$ cat config.mk
export PLATFORM = sky130hd
export DESIGN_NAME = alu_multicycle
export DESIGN_NICKNAME = d
export VERILOG_FILES = /design/src/rtl/alu_multicycle.sv
export SDC_FILE = /design/constraint.sdc
export NUM_CORES = 1
export LEC_CHECK = 0
export CAP_MARGIN = 15
export CORE_UTILIZATION = 53
export CTS_CLUSTER_DIAMETER = 60
export DETAILED_ROUTE_END_ITERATION = 7
export PLACE_DENSITY = 0.79
export SETUP_SLACK_MARGIN = 0.2
export SLEW_MARGIN = 20
export SYNTH_ARGS = -nofsm -noshare
export SYNTH_HDL_FRONTEND = slang
export SYNTH_SLANG_ARGS = --single-unit
$ cat constraint.sdc
create_clock -name clk_i -period 11.3 [get_ports clk_i]
set_input_delay 2.26 -clock clk_i [delete_from_list [all_inputs] [get_ports clk_i]]
set_output_delay 2.26 -clock clk_i [all_outputs]
set_load 0.005 [all_outputs]
$ cat src/rtl/alu_multicycle.sv
// Multi-cycle ALU: single-cycle ADD/SUB/logic/SLT, radix-2 shift-add MUL over WIDTH cycles.
// One request in flight at a time; the result is held until the consumer takes it.
module alu_multicycle #(
    parameter int WIDTH = 32,
    parameter int CNT_W = 6
) (
    input  logic             clk_i,
    input  logic             rst_i,
    input  logic             valid_i,
    output logic             ready_o,
    input  logic [WIDTH-1:0] data0_i,
    input  logic [WIDTH-1:0] data1_i,
    input  logic [2:0]       aluctrl_i,
    output logic             valid_o,
    input  logic             ready_i,
    output logic [WIDTH-1:0] data_o,
    output logic             zero_o,
    output logic             ovf_o,
    output logic             err_o
);

    localparam logic [2:0] OP_ADD = 3'b000;
    localparam logic [2:0] OP_SUB = 3'b001;
    localparam logic [2:0] OP_MUL = 3'b010;
    localparam logic [2:0] OP_AND = 3'b011;
    localparam logic [2:0] OP_OR  = 3'b100;
    localparam logic [2:0] OP_XOR = 3'b101;
    localparam logic [2:0] OP_SLT = 3'b110;

    typedef enum logic [1:0] {S_IDLE, S_MUL, S_DONE} state_t;

    state_t           state, state_nxt;
    logic [CNT_W-1:0] cnt;
    logic [WIDTH-1:0] acc, mcand, mplr;
    logic [WIDTH-1:0] alu_res, sum, diff, mul_step;
    logic             alu_ovf, alu_err;
    logic             accept, mul_last;

    assign ready_o  = (state == S_IDLE);
    assign valid_o  = (state == S_DONE);
    assign accept   = valid_i && ready_o;
    assign mul_last = (state == S_MUL) && (cnt == CNT_W'(WIDTH - 1));
    assign sum      = data0_i + data1_i;
    assign diff     = data0_i - data1_i;
    assign mul_step = acc + (mplr[0] ? mcand : '0);

    always_ff @(posedge clk_i or negedge rst_i) begin
        if (!rst_i) state <= S_IDLE;
        else        state <= state_nxt;
    end

    always_comb begin
        state_nxt = state;
        case (state)
            S_IDLE: if (accept) state_nxt = (aluctrl_i == OP_MUL) ? S_MUL : S_DONE;
            S_MUL:  if (mul_last) state_nxt = S_DONE;
            S_DONE: if (ready_i) state_nxt = S_IDLE;
            default: state_nxt = S_IDLE;
        endcase
    end

    // Overflow: operands of matching sign (ADD) or differing sign (SUB) yielding a flipped sign.
    always_comb begin
        alu_res = '0;
        alu_ovf = 1'b0;
        alu_err = 1'b0;
        case (aluctrl_i)
            OP_ADD: begin
                alu_res = sum;
                alu_ovf = (data0_i[WIDTH-1] == data1_i[WIDTH-1]) && (sum[WIDTH-1] != data0_i[WIDTH-1]);
            end
            OP_SUB: begin
                alu_res = diff;
                alu_ovf = (data0_i[WIDTH-1] != data1_i[WIDTH-1]) && (diff[WIDTH-1] != data0_i[WIDTH-1]);
            end
            OP_AND: alu_res = data0_i & data1_i;
            OP_OR:  alu_res = data0_i | data1_i;
            OP_XOR: alu_res = data0_i ^ data1_i;
            OP_SLT: alu_res = WIDTH'($signed(data0_i) < $signed(data1_i));
            OP_MUL: alu_res = '0;
            default: alu_err = 1'b1;
        endcase
    end

    always_ff @(posedge clk_i or negedge rst_i) begin
        if (!rst_i) begin
            cnt    <= '0;
            acc    <= '0;
            mcand  <= '0;
            mplr   <= '0;
            data_o <= '0;
            zero_o <= 1'b0;
            ovf_o  <= 1'b0;
            err_o  <= 1'b0;
        end else if (accept) begin
            if (aluctrl_i == OP_MUL) begin
                mcand <= data0_i;
                mplr  <= data1_i;
                acc   <= '0;
                cnt   <= '0;
            end else begin
                data_o <= alu_res;
                zero_o <= (alu_res == '0);
                ovf_o  <= alu_ovf;
                err_o  <= alu_err;
            end
        end else if (state == S_MUL) begin
            // Multiplier consumed LSB first; bits shifted past WIDTH are dropped.
            acc   <= mul_step;
            mcand <= mcand << 1;
            mplr  <= mplr >> 1;
            cnt   <= cnt + CNT_W'(1);
            if (mul_last) begin
                data_o <= mul_step;
                zero_o <= (mul_step == '0);
                ovf_o  <= 1'b0;
                err_o  <= 1'b0;
            end
        end
    end

endmodule

## Word level (Yosys, flattened, before mapping)

Index checks and enable logic that the tools add are counted.
W data, S select, Z words.

| storage, ports and cells | value |
|---|---|
| register bits after elaboration | 139 |
| logic and storage cells | 84 |
| bits of input ports | 71 |
| output and inout port bits | 37 |

| cells by class | value |
|---|---|
| eq/ne operators | 18 |
| reduce and logical (&&, ||, !) cells | 14 |
| bitwise logic cells | 3 |
| mux-type cells | 35 |
| order comparisons | 1 |
| add/sub/neg operators | 4 |

Operators with widths:

| operator | number |
|---|---|
| $mux W32 | 14 |
| $pmux W32 S6 | 1 |
| $add A32 B32 Y32 | 2 |
| $logic_not A32 Y1 | 2 |
| $and A32 B32 Y32 | 1 |
| $lt A32 B32 Y1 | 1 |
| $or A32 B32 Y32 | 1 |
| $sub A32 B32 Y32 | 1 |
| $xor A32 B32 Y32 | 1 |
| $mux W6 | 3 |
| $mux W1 | 11 |
| $eq A3 B3 Y1 const B | 3 |
| $mux W2 | 4 |
| $add A6 B1 Y6 const B | 1 |
| $eq A3 B2 Y1 const B | 2 |
| $eq A6 B5 Y1 const B | 1 |
| $ne A2 B1 Y1 const B | 3 |
| $pmux W2 S3 | 1 |
| $reduce_and A3 Y1 | 2 |
| $reduce_or A6 Y1 | 1 |
| $logic_and A1 B1 Y1 | 4 |
| $ne A2 B2 Y1 const B | 2 |
| $reduce_bool A2 Y1 | 2 |
| $eq A3 B1 Y1 const B | 1 |
| other kinds (8) | 10 |

## Longest topological paths before layout

Gate-level depths: netlist (run 1).

| logic depth | value |
|---|---|
| depth in word-level cells | 6 |
| gate-level depth with buffers | 16 |
| gate-level depth less buffers | 16 |

## Worst setup path before layout (run 1)

No wires, ideal clock.

| timing path | value |
|---|---|
| path kind | input -> register |
| start point | input port data0_i[9] |
| end point | register zero_o |
| data arrival time | 5.647 ns |
| slack | 5.588 ns |
| buffers on the path | 1 |
| cell stages on the path | 14 |
| data required time | 11.235 ns |
| cells stage by stage | inv_1 -> ha_1 -> buf_6 -> or4_4 -> or4_4 -> a21oi_2 -> o31a_1 -> o31ai_1 -> a221o_1 -> a221o_1 -> or4_1 -> nor4_1 -> and4_1 -> a211o_1 |

| on the way | value |
|---|---|
| longest elaborated chain between the ends | 5 |
| elaborated cells on any way between the ends | 10 |

Ends and longest elaborated chain:

| what | RTL line | source |
|---|---|---|
| start: declaration | 11 | `input logic [WIDTH-1:0] data0_i,` |
| $sub A32 B32 Y32, or another cell as far along | 44 | `assign diff = data0_i - data1_i;` |
| $pmux W32 S6 (*) | 67 | `case (aluctrl_i)` |
| $logic_not A32 Y1 (*) | 103 | `zero_o <= (alu_res == '0);` |
| $mux W1 (*) | 96 | `if (aluctrl_i == OP_MUL) begin` |
| $mux W1 (*) | 95 | `end else if (accept) begin` |
| end signal: assignment | 103 |  |
| end signal: assignment | 115 | `zero_o <= (mul_step == '0);` |
| end: declaration | 17 | `output logic zero_o,` |

Mark *: on every way between the ends. The rest lies on a longest branch, timed or not. The select of a mux whose other input is x is not followed.
A chain may end at the register's enable or synchronous reset.

## Worst setup path in the final report (run 1)

| timing path | value |
|---|---|
| start point | input port data1_i[10] |
| end point | register zero_o |

| on the way | value |
|---|---|
| longest elaborated chain between the ends | 5 |
| elaborated cells on any way between the ends | 10 |

Ends and longest elaborated chain:

| what | RTL line | source |
|---|---|---|
| start: declaration | 12 | `input logic [WIDTH-1:0] data1_i,` |
| $sub A32 B32 Y32, or another cell as far along | 44 |  |
| $pmux W32 S6 (*) | 67 |  |
| $logic_not A32 Y1 (*) | 103 |  |
| $mux W1 (*) | 96 |  |
| $mux W1 (*) | 95 |  |

Marks and branches as above.

==> results of run 1 <==
## flip-flops by register name, indices dropped and copies added (netlist names)
name,count
ovf_o,1
acc,32
zero_o,1
state,2
data_o,32
cnt,6
err_o,1
mplr,32
mcand,32
## logic make-up after synthesis
group	synth area share
compound gates	0.283
simple gates	0.188
buf+inv	0.0583
flops	0.259
fa+ha+maj	0.130
mux	0.0574
xor+xnor	0.0235
## power groups by stage
stage / registers [mW] / clock network [mW] / logic, mW
3_3_place_gp: 0.770 / 0 / 0.852
6_report: 0.772 / 0.570 / 0.886
3_5_place_dp: 0.778 / 0 / 0.871
5_1_grt: 0.787 / 0.591 / 0.979
4_1_cts: 0.771 / 0.576 / 0.877
2_1_floorplan: 0.719 / 0 / 0.559
## cells in the final DEF, fill, tap and decap left out, drive strengths merged, types with 12 or more instances in the layout
| cell | instances |
|---|---|
| nand2 | 219 |
| o21ai | 191 |
| dfrtp | 139 |
| ha | 135 |
| a21oi | 123 |
| nor2 | 116 |
| inv | 112 |
| clkdlybuf4s50 | 106 |
| mux2i | 68 |
| and2 | 40 |
| a21o | 31 |
| nor3 | 27 |
| buf | 21 |
| nand4 | 20 |
| a211oi | 20 |
| xnor2 | 20 |
| nor4 | 19 |
| o31ai | 19 |
| nor2b | 18 |
| nand3 | 18 |
| clkbuf | 18 |
| a221o | 17 |
| a31oi | 17 |
| xor2 | 16 |
| a221oi | 15 |
| nand2b | 14 |
| or3 | 14 |
| o211ai | 14 |
| o21bai | 14 |
| a21boi | 14 |
| o21a | 12 |
## worst min-delay path, delay by kind of cell, from the launching register on
| family | cells | cell delay [ps] |
|---|---|---|
| AO/OA/AOI/OAI | 1 | 60 |
| flip-flops | 1 | 340 |
| AND/OR/NAND/NOR | 1 | 50 |
## routing by layer
layer	global-route usage	vias to the layer above	routed length, um
met3	0.0514	171	3310
met4	0.212	0	2980
met1	0.485	6444	19700
met2	0.560	683	20600
met5	0	-	0
li1	-	6301	-
## per-stage QoR
step	setup WS [ps]	total power [mW]	util	hold WS, ps	cell area (um^2)
global route	4500	2.36	0.620	503	15300
finish	4730	2.23	0.620	479	15300
global placement	4370	1.62	0.597	463	14700
CTS	4800	2.22	0.620	484	15300
floorplan	5590	1.28	-	445	13400
detailed placement	4350	1.65	0.597	469	14700
## how the worst min path moves through the flow
stage	end	slack (ps)	startpoint
floorplan	acc[26]	450	acc[26]
global placement	mplr[4]	460	mplr[4]
detailed placement	data_o[8]	470	data_o[8]
CTS	data_o[21]	480	data_o[21]
global route	acc[26]	500	acc[26]
finish	data_o[21]	480	data_o[21]
## final cells by class
class / count / share of cell area
multi-input combinational: 1376 / 0.602
sequential: 139 / 0.228
timing repair buffer: 127 / 0.0801
clock buffer: 18 / 0.0288
tap: 324 / 0.0266
inverter: 104 / 0.0256
clock inverter: 14 / 0.00853
==> key figures, run 1 <==
Clock tree
  • H-tree levels: 4
  • Clock Sinks: 139
  • Clock transition at path regs: 70 ps
  • Clock Latency Late Sink: 440 ps
  • Root buf cell: clkbuf_16
  • # Post-CTS Setup Buffers: 0
  • CTS tree: done
  • Post_cts resized: 0
  • Hold buffers post-CTS: 0
  • Worst-case clock buffer depth: 2
  • CTS buffer count: 17

Floorplan
  • Ports: 108
  • Core area: 24600 um^2
  • Initial Utilization: 0.545
  • Die Height: 161 um
  • Die area: 26000 um^2
  • Floorplan row count: 57
  • Die Span X: 161 um

Synth
  • Top FF cell, synth: dfrtp_1
  • Synth top area share: 0.259
  • Register area share after synthesis: 0.259
  • Syn_area_per_cell: 7.80 um^2
  • Yosys top cell by area: dfrtp_1
  • Post-synth top cells: nand2_1, o21ai_0, dfrtp_1
  • Post-Syn Nets: 1929
  • Post-synthesis cell type count: 75
  • Top-count cell post-synth: nand2_1
  • Cells after synthesis: 1720
  • Ys async rst share: 1.00
  • Synth area leaders: dfrtp_1, ha_1, o21ai_0, nand2_1, mux2i_1
  • Syn. warnings: 0
  • Post-synth EDFFs: 0
  • Post-Syn Area: 13400 um^2
  • Synthesis-stage register bit count: 139

Layout
  • Final Non-Filler Cells: 2102
  • Register area: 3480 um^2
  • Fill count: 2184
  • Antenna diode count: 0
  • Final net count: 1974
  • Multi-input gate area: 9190 um^2
  • Layout cells sized above 1: 0.0484
  • Area Overhead vs Synth: 13.7%

STA
  • Worst Max-Slew Pin Slew: 1050 ps
  • Slew Limit Fails: 0
  • Relative slew margins: 0.302
  • Tmin final: 6570 ps
  • RSZ-0062 raised after global routing: no
  • Clock skew: 18.8 ps
  • Setup tns final: 0 ps
  • Final period util: 0.582
  • Hold Fails Final Rpt: 0
  • Fmax: 152 MHz
  • Final setup violation count: 0

Placed design
  • DP HPWL: 34.2 mm
  • # placed instances: 2070
  • Routability Congestion: 0.988
  • IO buf count: 107

Setup path
  • Critical path cell sequence: clkdlybuf4s50_1 > inv_1 > ha_1 > inv_1 > o32ai_1 > a211o_1 > o21ai_0 > nand3b_1 > mux2_2 > a221oi_1 > or4bb_1 > or4_1 > nor4_1 > and4_1 > a211o_1
  • FF-to-FF Start: mplr[0]
  • CP endpoint kind: flop
  • WP buf/inv: 3
  • R2r worst-path depth: 14
  • WS Path Type: in -> reg
  • CP delay by family, top: simple AND/OR/NAND/NOR gates
  • Arrival time worst endpoint: 6950 ps
  • Critical path required time: 11670 ps
  • CP Launch Type: input pin
  • CP Max Fanout: 11
  • Critical path depth in cells: 15
  • Setup slack, reg-to-reg: 6160 ps
  • Worst path slowest cell: o32ai_1
  • Crit path launch: data1_i[10]
  • R2r endpoint: zero_o
  • Critical path endpoint: zero_o
  • Worst path max stage delay: 610 ps

Global route
  • Initial antenna violation count: 0
  • Total gr overflow: 0
  • Vias in the first global route: 12900
  • Largest net degree at the start of global routing: 106
  • First-pass GRT wire length: 73.1 mm
  • GRT Total Usage: 0.362

Flow run
  • Maxcap violations: 0

Drt
  • Detailed-route DRC error count: 0
  • DR WL/cell: 22.2 um
  • Vias per cell: 6.47
  • WL final: 46.6 mm
  • Initial DRC count: 1502
  • Via count: 13599
  • Drt first pass iters: 6
  • ANT nets after route: 0

Pwr
  • Logic pwr share: 0.398
  • Clk network pwr share: 0.256
  • Leak: 7.03 nW
  • Psw: 926 uW
  • Internal power: 1.30 mW
  • Part of the power in registers: 0.346
  • Switching Fraction: 0.416
  • Peak supply drop: 101 uV
  • Pwr per Cell Area: 146 nW/um^2

Min path
  • WHS Path Cells: 2
  • Hold crit path type: reg -> reg

Status
  • Status: complete, no violations
No activity file was read; power rests on OpenSTA's default activity.
==> run 2: changes to the inputs <==
clock period = 6.6 ns   (was 11.3 ns; I/O delays follow)
==> key figures, run 2 (synthesis results as in run 1) <==
Layout
  • Most frequent cells in the layout: nand2_1, o21ai_0, dfrtp_1, ha_1, a21oi_1
  • Layout cells sized above 1: 0.0526 (+0.00426)
  • Fill count: 2197 (+0.60%)
  • Final net count: 1983 (+0.46%)
  • Commonest non-fill, non-tap cell in the layout: nand2_1
  • Area Overhead vs Synth: 14.5%
  • Final Non-Filler Cells: 2110 (+0.38%)
  • Antenna diode count: 0 (unchanged)
  • Final core occ: 0.625 (+0.00437)

Clock tree
  • Clock Latency Late Sink: 440 ps (about the same)
  • Worst-case clock buffer depth: 2 (unchanged)
  • Hold buffers post-CTS: 0 (unchanged)
  • Clock transition at path regs: 70 ps (about the same)
  • # Post-CTS Setup Buffers: 0 (unchanged)
  • Clock Sinks: 139 (unchanged)
  • Post_cts resized: 0 (unchanged)
  • Root buf cell: clkbuf_16
  • CTS buffer count: 17 (unchanged)
  • CTS tree: done
  • H-tree levels: 4 (unchanged)

Setup path
  • Critical path cell sequence: clkdlybuf4s50_1 > inv_1 > ha_1 > and2_1 > a221oi_2 > a211oi_1 > o31ai_1 > o211ai_1 > a311o_1 > a221o_1 > a221o_1 > or4_1 > nor4_1 > and4_1 > a211o_1
  • WS Path Type: in -> reg
  • CP Max Fanout: 12 (+1)
  • Cell mode on critical path: a221o_1
  • Critical path required time: 6970 ps (-4700 ps)
  • Worst path slowest cell: clkdlybuf4s50_1
  • CP Launch Type: input pin
  • Setup slack, reg-to-reg: 1360 ps (-4800 ps)
  • Worst path max stage delay: 570 ps (-40 ps)
  • CP endpoint kind: flop
  • Arrival time worst endpoint: 6010 ps (-940 ps)

Drt
  • ANT nets after route: 0 (unchanged)
  • Drt first pass iters: 6 (unchanged)
  • Initial DRC count: 1375 (-8.5%)
  • Detailed-route DRC error count: 0 (unchanged)
  • DR WL/cell: 22.4 um (+1.1%)
  • Via count: 13632 (+0.24%)
  • WL final: 47.3 mm (+1.5%)
  • Vias per cell: 6.46 (-0.14%)

Pwr
  • Pwr per Cell Area: 254 nW/um^2 (+74%)
  • Peak supply drop: 167 uV (+66%)
  • Leak: 7.09 nW (+0.83%)

Floorplan
  • Die area: 26000 um^2 (unchanged)
  • Die Span X: 161 um (unchanged)
  • Ports: 108 (unchanged)
  • Initial Utilization: 0.545 (unchanged)
  • Floorplan row count: 57 (unchanged)
  • Core area: 24600 um^2 (unchanged)
  • Die Height: 161 um (unchanged)

Placed design
  • Routability Congestion: 0.995 (+0.70%)
  • Worst slack at placement: 637 ps (-3710 ps)
  • DP HPWL: 35.0 mm (+2.2%)
  • IO buf count: 107 (unchanged)
  • # placed instances: 2079 (+0.43%)

STA
  • Slew Limit Fails: 0 (unchanged)
  • Worst Max-Slew Pin Slew: 1100 ps (+52.6 ps)
  • Setup tns final: 0 ps (unchanged)
  • RSZ-0062 raised after global routing: no
  • Worst Hold Slack: 479 ps (-0.155 ps)
  • Tmin final: 5650 ps
  • Final period util: 0.855
  • Hold Fails Final Rpt: 0 (unchanged)
  • Fmax: 177 MHz
  • Final setup violation count: 0 (unchanged)
  • Setup ws final: 955 ps (-3770 ps)
  • Relative slew margins: 0.267 (-0.0351)
  • Clock skew: 19.0 ps (+0.218 ps)

Global route
  • Initial antenna violation count: 1 (+1)
  • First-pass GRT wire length: 73.6 mm (+0.66%)
  • Vias in the first global route: 13074 (+1.3%)
  • Total gr overflow: 0 (unchanged)
  • Largest net degree at the start of global routing: 108 (+1.9%)
  • GRT Total Usage: 0.365 (+0.00283)

Flow run
  • Maxcap violations: 0 (unchanged)

Min path
  • Hold crit path type: reg -> reg

Status
  • Status: complete, no violations
## run 2: cell types whose count changed in the layout (fill, tap and decap cells not counted), sizes merged
cell	previous run	this run
bufinv	0	3
inv	112	110
clkinv	2	1
clkbuf	18	17
buf	21	30
## run 2: metrics by stage
stage	total power [mW]	area, um^2
after floorplan	2.19	13400
after global placement	2.79	14800
after detailed placement	2.83	14800
after CTS	3.89	15400
after global routing	4.12	15400
final	3.90	15400
## run 2: path summary, 6_finish.rpt
path,from,end,cells after the start
setup / recovery,data0_i[4],zero_o,15
hold / removal,data_o[10],data_o[10],2
setup reg to reg,mplr[0],zero_o,14
hold reg to reg,data_o[10],data_o[10],2
max in group asynchronous,rst_i,data_o[30],2
min in group asynchronous,rst_i,acc[4],1
## run 2: cell type report
type | count | area [um^2] | share of cell area
multi-input cells | 1376 | 9190 | 0.598
flip-flops and latches | 139 | 3480 | 0.226
repair buffers | 136 | 1290 | 0.0840
clock buffers | 17 | 425 | 0.0277
well taps | 324 | 405 | 0.0264
inverters | 104 | 390 | 0.0254
clock inverters | 14 | 184 | 0.0120
## run 2: layer usage
layer,track usage,up-vias,part of all wire
met2,0.576,706,0.45
met5,0,-,0.00023
met4,0.213,2,0.060
met3,0.0580,167,0.078
met1,0.474,6424,0.41
li1,-,6333,-
## run 2: report_power, final
part / internal (mW) / leakage, nW / switching, mW / total, mW
clock network: 0.603 / 0.285 / 0.455 / 1.06
logic: 0.631 / 4.94 / 0.896 / 1.53
registers: 1.10 / 1.86 / 0.221 / 1.32
## run 2: critical path, delay by kind of cell
| kind | cells | cell delay, ps |
|---|---|---|
| buf+inv | 2 | 640 |
| compound gates | 8 | 2310 |
| simple gates | 4 | 1280 |
| fa+ha+maj | 1 | 470 |
